`config.mk`:
```
export PLATFORM = sky130hd
export DESIGN_NAME = alu_seq
export DESIGN_NICKNAME = d
export VERILOG_FILES = /design/src/rtl/alu_seq.sv
export SDC_FILE = /design/constraint.sdc
export NUM_CORES = 1
export LEC_CHECK = 0
export CAP_MARGIN = 30
export CELL_PAD_IN_SITES_DETAIL_PLACEMENT = 0
export CELL_PAD_IN_SITES_GLOBAL_PLACEMENT = 1
export CORE_MARGIN = 4
export CORE_UTILIZATION = 46
export DETAILED_ROUTE_END_ITERATION = 8
export PLACE_DENSITY_LB_ADDON = 0.1
export SYNTH_ARGS = -nofsm -noshare
export SYNTH_HDL_FRONTEND = slang
export SYNTH_SLANG_ARGS = --single-unit
```
`constraint.sdc`:
```
create_clock -name clk -period 4.9 [get_ports clk]
set_input_delay 0.735 -clock clk [delete_from_list [all_inputs] [get_ports clk]]
set_output_delay 0.735 -clock clk [all_outputs]
set_load 0.005 [all_outputs]
```
`src/rtl/alu_seq.sv`:
```
// alu_seq: multi-cycle ALU stage feeding the accumulator register.
// Single-cycle ops (ADD/SUB/AND/OR/XOR/SHL, DIV by zero) finish one cycle
// after the accepting edge; MUL and DIV iterate one bit per clock for
// WIDTH clocks. result and flags are registered and change only when an
// operation completes, so the accumulator sees a stable value meanwhile.
module alu_seq #(
    parameter int WIDTH = 16
) (
    input  logic             clk,
    input  logic             reset,
    input  logic             start,
    input  logic [2:0]       op,
    input  logic [WIDTH-1:0] a,
    input  logic [WIDTH-1:0] b,
    output logic [WIDTH-1:0] result,
    output logic             busy,
    output logic             done,
    output logic             zero,
    output logic             carry,
    output logic             ovf,
    output logic             divz
);

    localparam int CW = $clog2(WIDTH);

    localparam logic [2:0] OP_ADD = 3'b000;
    localparam logic [2:0] OP_SUB = 3'b001;
    localparam logic [2:0] OP_AND = 3'b010;
    localparam logic [2:0] OP_OR  = 3'b011;
    localparam logic [2:0] OP_XOR = 3'b100;
    localparam logic [2:0] OP_SHL = 3'b101;
    localparam logic [2:0] OP_MUL = 3'b110;
    localparam logic [2:0] OP_DIV = 3'b111;

    localparam logic [CW-1:0]    CNT_ZERO = {CW{1'b0}};
    localparam logic [CW-1:0]    CNT_ONE  = CW'(1);
    localparam logic [CW-1:0]    CNT_LAST = CW'(WIDTH - 1);
    localparam logic [WIDTH-1:0] W_ZERO   = {WIDTH{1'b0}};
    localparam logic [WIDTH-1:0] W_ONES   = {WIDTH{1'b1}};
    localparam logic [2*WIDTH-1:0] DW_ZERO = {(2*WIDTH){1'b0}};

    typedef enum logic [1:0] {
        ST_IDLE = 2'b00,
        ST_EXEC = 2'b01,
        ST_DONE = 2'b10
    } state_t;

    // Outcome of a single-cycle operation.
    typedef struct packed {
        logic [WIDTH-1:0] res;
        logic             carry;
        logic             ovf;
        logic             divz;
    } sc_t;

    // Combinational evaluation of every op that completes in one cycle.
    // DIV only reaches this path when the divisor is zero.
    function automatic sc_t single_op(input logic [2:0]       f_op,
                                      input logic [WIDTH-1:0] x,
                                      input logic [WIDTH-1:0] y);
        sc_t            r;
        logic [WIDTH:0] wide;
        r    = '{res: W_ZERO, carry: 1'b0, ovf: 1'b0, divz: 1'b0};
        wide = {(WIDTH+1){1'b0}};
        case (f_op)
            OP_ADD: begin
                wide    = {1'b0, x} + {1'b0, y};
                r.res   = wide[WIDTH-1:0];
                r.carry = wide[WIDTH];
                r.ovf   = (x[WIDTH-1] == y[WIDTH-1]) && (wide[WIDTH-1] != x[WIDTH-1]);
            end
            OP_SUB: begin
                // Top bit of the widened difference is the borrow.
                wide    = {1'b0, x} - {1'b0, y};
                r.res   = wide[WIDTH-1:0];
                r.carry = wide[WIDTH];
                r.ovf   = (x[WIDTH-1] != y[WIDTH-1]) && (wide[WIDTH-1] != x[WIDTH-1]);
            end
            OP_AND: r.res = x & y;
            OP_OR:  r.res = x | y;
            OP_XOR: r.res = x ^ y;
            OP_SHL: begin
                // One extra bit above the result catches the last bit out.
                wide    = {1'b0, x} << y[3:0];
                r.res   = wide[WIDTH-1:0];
                r.carry = (y[3:0] == 4'd0) ? 1'b0 : wide[WIDTH];
            end
            OP_DIV: begin
                r.res  = W_ONES;
                r.divz = 1'b1;
            end
            default: begin
                r.res = W_ZERO;
            end
        endcase
        return r;
    endfunction

    state_t             state_q, state_d;
    logic [CW-1:0]      cnt_q, cnt_d;
    logic               is_div_q, is_div_d;
    logic [2*WIDTH-1:0] mcand_q, mcand_d;
    logic [WIDTH-1:0]   mplier_q, mplier_d;
    logic [2*WIDTH-1:0] prod_q, prod_d;
    logic [WIDTH-1:0]   quo_q, quo_d;
    logic [WIDTH-1:0]   rem_q, rem_d;
    logic [WIDTH-1:0]   dvsr_q, dvsr_d;
    logic [WIDTH-1:0]   result_q, result_d;
    logic               zero_q, zero_d;
    logic               carry_q, carry_d;
    logic               ovf_q, ovf_d;
    logic               divz_q, divz_d;

    logic [2*WIDTH-1:0] mul_add_s;
    logic [2*WIDTH-1:0] mul_sum_s;
    logic [WIDTH:0]     rem_shift_s;
    logic               div_fit_s;
    logic [WIDTH-1:0]   div_diff_s;
    logic [WIDTH-1:0]   rem_next_s;
    logic [WIDTH-1:0]   quo_next_s;
    sc_t                sc_s;

    // Shift-add multiply step: add the shifted multiplicand when the current
    // multiplier LSB is set.
    always_comb begin
        mul_add_s = mplier_q[0] ? mcand_q : DW_ZERO;
        mul_sum_s = prod_q + mul_add_s;
    end

    // Restoring divide step: bring in the next dividend bit, subtract the
    // divisor only if it fits. The W-bit wrap-around difference is exact
    // whenever the subtraction is taken.
    always_comb begin
        rem_shift_s = {rem_q, quo_q[WIDTH-1]};
        div_fit_s   = (rem_shift_s >= {1'b0, dvsr_q});
        div_diff_s  = rem_shift_s[WIDTH-1:0] - dvsr_q;
        if (div_fit_s) begin
            rem_next_s = div_diff_s;
        end else begin
            rem_next_s = rem_shift_s[WIDTH-1:0];
        end
        quo_next_s = {quo_q[WIDTH-2:0], div_fit_s};
    end

    // Next-state logic for the FSM, iteration registers and result/flags.
    always_comb begin
        state_d  = state_q;
        cnt_d    = cnt_q;
        is_div_d = is_div_q;
        mcand_d  = mcand_q;
        mplier_d = mplier_q;
        prod_d   = prod_q;
        quo_d    = quo_q;
        rem_d    = rem_q;
        dvsr_d   = dvsr_q;
        result_d = result_q;
        zero_d   = zero_q;
        carry_d  = carry_q;
        ovf_d    = ovf_q;
        divz_d   = divz_q;
        sc_s     = single_op(op, a, b);

        case (state_q)
            ST_IDLE: begin
                if (start) begin
                    if ((op == OP_MUL) || ((op == OP_DIV) && (b != W_ZERO))) begin
                        // Capture operands into the iteration registers so
                        // later input changes cannot disturb the op.
                        state_d  = ST_EXEC;
                        cnt_d    = CNT_ZERO;
                        is_div_d = (op == OP_DIV);
                        mcand_d  = {W_ZERO, a};
                        mplier_d = b;
                        prod_d   = DW_ZERO;
                        quo_d    = a;
                        rem_d    = W_ZERO;
                        dvsr_d   = b;
                    end else begin
                        state_d  = ST_DONE;
                        result_d = sc_s.res;
                        zero_d   = (sc_s.res == W_ZERO);
                        carry_d  = sc_s.carry;
                        ovf_d    = sc_s.ovf;
                        divz_d   = sc_s.divz;
                    end
                end else begin
                    state_d = ST_IDLE;
                end
            end

            ST_EXEC: begin
                cnt_d = cnt_q + CNT_ONE;
                if (is_div_q) begin
                    quo_d = quo_next_s;
                    rem_d = rem_next_s;
                end else begin
                    prod_d   = mul_sum_s;
                    mcand_d  = {mcand_q[2*WIDTH-2:0], 1'b0};
                    mplier_d = {1'b0, mplier_q[WIDTH-1:1]};
                end
                if (cnt_q == CNT_LAST) begin
                    // Final iteration: publish result and flags together.
                    state_d = ST_DONE;
                    cnt_d   = CNT_ZERO;
                    carry_d = 1'b0;
                    divz_d  = 1'b0;
                    if (is_div_q) begin
                        result_d = quo_next_s;
                        zero_d   = (quo_next_s == W_ZERO);
                        ovf_d    = 1'b0;
                    end else begin
                        result_d = mul_sum_s[WIDTH-1:0];
                        zero_d   = (mul_sum_s[WIDTH-1:0] == W_ZERO);
                        ovf_d    = (mul_sum_s[2*WIDTH-1:WIDTH] != W_ZERO);
                    end
                end else begin
                    state_d = ST_EXEC;
                end
            end

            ST_DONE: begin
                state_d = ST_IDLE;
            end

            default: begin
                state_d = ST_IDLE;
                cnt_d   = CNT_ZERO;
            end
        endcase
    end

    // State and datapath registers with synchronous reset.
    always_ff @(posedge clk) begin
        if (reset) begin
            state_q  <= ST_IDLE;
            cnt_q    <= CNT_ZERO;
            is_div_q <= 1'b0;
            mcand_q  <= DW_ZERO;
            mplier_q <= W_ZERO;
            prod_q   <= DW_ZERO;
            quo_q    <= W_ZERO;
            rem_q    <= W_ZERO;
            dvsr_q   <= W_ZERO;
            result_q <= W_ZERO;
            zero_q   <= 1'b1;
            carry_q  <= 1'b0;
            ovf_q    <= 1'b0;
            divz_q   <= 1'b0;
        end else begin
            state_q  <= state_d;
            cnt_q    <= cnt_d;
            is_div_q <= is_div_d;
            mcand_q  <= mcand_d;
            mplier_q <= mplier_d;
            prod_q   <= prod_d;
            quo_q    <= quo_d;
            rem_q    <= rem_d;
            dvsr_q   <= dvsr_d;
            result_q <= result_d;
            zero_q   <= zero_d;
            carry_q  <= carry_d;
            ovf_q    <= ovf_d;
            divz_q   <= divz_d;
        end
    end

    // busy/done decode straight from the state register, so they are glitch-free.
    always_comb begin
        result = result_q;
        busy   = (state_q == ST_EXEC);
        done   = (state_q == ST_DONE);
        zero   = zero_q;
        carry  = carry_q;
        ovf    = ovf_q;
        divz   = divz_q;
    end

endmodule

```
==> impl_results.md <==
* Final hold viol count at 0
* Pleak at 5.64 nW
* Die X at 170 um
* Crit-path most repeated cell: a21oi_1
* Number of port buffers at between 50 and 60
* Distinct cells, synth at 81
* Avg Cell Area, Syn at 7.69 um2
* Sink Count at 155
* Largest stage delay, worst path at just under 800 ps
* Final setup vio count at 0
* Top Ports at 60
* Fill cells at around 2600
* Slew headroom at between 30% and 40%
* GRT Residual Overflow at 0
* Setup TNS Final at 0 ps
* Net Sw Frac at a little under two fifths
* Floorplan row count at just under 60
* Mapped cell area at 0.0121 mm2
* P_sw at 0.00154 W
* Worst hold path depth at 2
* Max-cap violations at 0
* Fraction of registers with async set/reset at 0%
* CP Capture Type: flop
* NumNets Final at 1748
* Max clock buf depth at 2
* Postcts setup bufs at 0
* ANT nets after route at 0
* Hold EP: result[10]
* CP Data Arrival Time at 4780 ps
* Sequential-to-total area share from yosys stat at 25.7%
* Slew Limit Fails at 0
* PD cells at approximately 300 mW/mm2
* Worst r2r path cells at 12
* Vias in the first global route at 11400
* Hold Path Origin: result[10]
* First-pass iteration count of the detailed router at 6
* Hold Worst Slack at 461 ps
* First-pass GRT wire length at 63900 um
* Top post-synthesis cells by area: dfxtp_1, ha_1, nor2_1
* Die area at roughly 0.029 mm2
* Area grow syn2layout at 13.8%
* Vert. Die Dim at about 170 um
* Register share of total power at between 30% and 40%
* Yosys reg bits at 155
* Status: finished clean
* Worst Setup Start Kind: flop
* DR vias/cell at 6.13
* RR Endpoint: ovf
* H-tree level count at 4
* Routability Congestion at 0.965
* Worst r2r src: mplier_q[0]
* Most frequent cells in the layout: nor2_1, nand2_1, dfxtp_1
* Via count at 12000
* Top FF cell, synth: dfxtp_1
* Slowest stage cell, crit path: dfxtp_1
* Total global-route track usage at 27.8%
* Post_cts resized at 0
* HP Class: reg2reg
* Slew @ Worst Pin at 903 ps
* Commonest non-fill, non-tap cell in the layout: nor2_1
* Crit Path Max Fanout at 20
* Cell-internal power at roughly 0.0026 W
* Max VDD drop at 0.223 mV
* Number of flops mapped to enable cells by yosys at 0
* Leading area contributor after synthesis: dfxtp_1
* Achievable Freq at between 200 and 250 MHz
* Pin count of the biggest net entering global routing at 82
* Syn Inst Count at 1572
* Combinational power share at 32.0%
* Dpl hpwl at ~30000 um
* Post-synth top area share at 25.7%
* R2R Setup Slk at approximately 430 ps
* Initial drt markers at 1062
* Crit-path cells: and2_1 -> ha_1 -> a21oi_1 -> o22ai_1 -> a211o_1 -> o311ai_4 -> a21oi_1 -> xor2_1 -> or4b_1 -> or4_1 -> o41ai_1 -> nand3_1
* Final Skew at 15.7 ps
* Worst path required time at ~5200 ps
* DR WL/cell at approximately 21 um
* Proportion of layout cells with a drive suffix above 1 at 9.20%
* Initial antenna violation count at 0
* CTS root buffer: clkbuf_16
* Crit Path Class: reg2reg
* Routed wire length at 40800 um
* Initial Utilization at 46.5%
* Syn nets at 1714
* DRC violations left at 0
* CTS buffer count at 17
* Core area at 0.0260 mm2
* RSZ-0062 raised after global routing: false
* Hold buffers post-CTS at 0
* Clock Latency Late Sink at around 440 ps
* CTS tree: done
* Fin crit period at 4470 ps
* Synth Warn # at 0
* Clock group share of total power at 32.6%
* Crit share post-route at 91.3%
* Worst-path clk slew at 70 ps
==> per-stage QoR <==
step / setup slack, ps / utilization (%) / instance area [um2] / std cells / total power (W)
after detailed placement: 152 / 50.8 / 13200 / 1922 / 0.00279
after global placement: 181 / 50.7 / 13200 / 1921 / 0.00278
after floorplan: 823 / - / 12100 / 1572 / 0.00233
after global routing: 203 / 53.0 / 13800 / 1954 / 0.00432
after CTS: 419 / 53.0 / 13800 / 1954 / 0.00413
final: 428 / 53.0 / 13800 / 1955 / 0.00411
==> flip-flops by register name, indices dropped and copies added (netlist names) <==
name / flops
result: 16
rem_q: 16
carry: 1
dvsr_q: 16
is_div_q: 1
mcand_q: 32
state_q: 2
ovf: 1
prod_q: 32
quo_q: 16
zero: 1
divz: 1
mplier_q: 16
cnt_q: 4
==> cell type report <==
cell class	instances	area [um2]	area share, %
multi-input cells	1236	8310	60.4
flip-flops and latches	155	3100	22.5
repair buffers	126	1090	7.95
clock buffers	18	429	3.12
well taps	335	419	3.05
inverters	70	263	1.91
clock inverters	14	141	1.03
diodes	1	2.50	0.0182
==> metal layers <==
| layer | share of wire, % | up-vias | global-route usage (%) |
|---|---|---|---|
| met2 | 47 | 398 | 45.4 |
| met1 | 45 | 5738 | 37.9 |
| met4 | 3.0 | 0 | 9.38 |
| met3 | 5.1 | 61 | 3.62 |
| met5 | 0 | - | 0 |
| li1 | - | 5780 | - |
==> worst max-delay path: cells and delay by family, from the launching register on <==
| family | cells | cell delay (ps) |
|---|---|---|
| compound gates | 6 | 1730 |
| simple gates | 4 | 1390 |
| fa+ha+maj | 1 | 280 |
| xor+xnor | 1 | 180 |
| flops | 1 | 770 |
==> Yosys cell counts, types with 7 or more instances <==
cell	n
nand2b_1	12
a221oi_1	9
o22ai_1	9
or3_1	8
mux4_2	7
xor2_1	27
buf_2	13
mux2i_1	40
nor4_1	14
or2_2	7
and3_1	8
dfxtp_1	155
a211oi_1	20
xnor2_1	28
a21oi_1	118
and2_1	36
buf_1	8
o31ai_1	8
nand3_1	22
o21ai_0	59
nor2_1	201
nor3_1	29
nand4_1	17
a21o_1	26
clkbuf_1	89
a311oi_1	31
inv_1	68
o21bai_1	11
a31oi_1	15
a222oi_1	17
nor2b_1	12
ha_1	100
mux2_2	11
o211ai_1	34
nand2_1	165
a22oi_1	44
==> worst max-delay path by stage <==
stage               slack [ps]  endpoint  depth (start not counted)         from
CTS                        420       ovf                         12  mplier_q[0]
global route               200       ovf                         12  mplier_q[0]
finish                     430       ovf                         12  mplier_q[0]
detailed placement         150      zero                         14         b[0]
global placement           180      zero                         14         b[0]
floorplan                  820      zero                         13         b[1]
==> power by group through the flow <==
stage | combinational (W) | clock, W | sequential (W)
CTS | 0.00131 | 0.00136 | 0.00145
detailed placement | 0.00131 | 0 | 0.00148
global placement | 0.00130 | 0 | 0.00148
finish | 0.00132 | 0.00134 | 0.00145
global route | 0.00145 | 0.00141 | 0.00146
floorplan | 0.000890 | 0 | 0.00144
==> logic make-up (layout without fill, tap and decap cells) <==
family          after synthesis  after routing  share of synthesized area, %
other cells                   0              1                             0
mux                          60             60                          5.88
compound gates              462            462                          26.5
simple gates                555            555                          21.2
xor+xnor                     55             55                          3.98
fa+ha+maj                   104            104                          11.0
flops                       155            155                          25.7
buf+inv                     181            228                          5.79
Note: power is estimated with default switching activity, not from simulation.
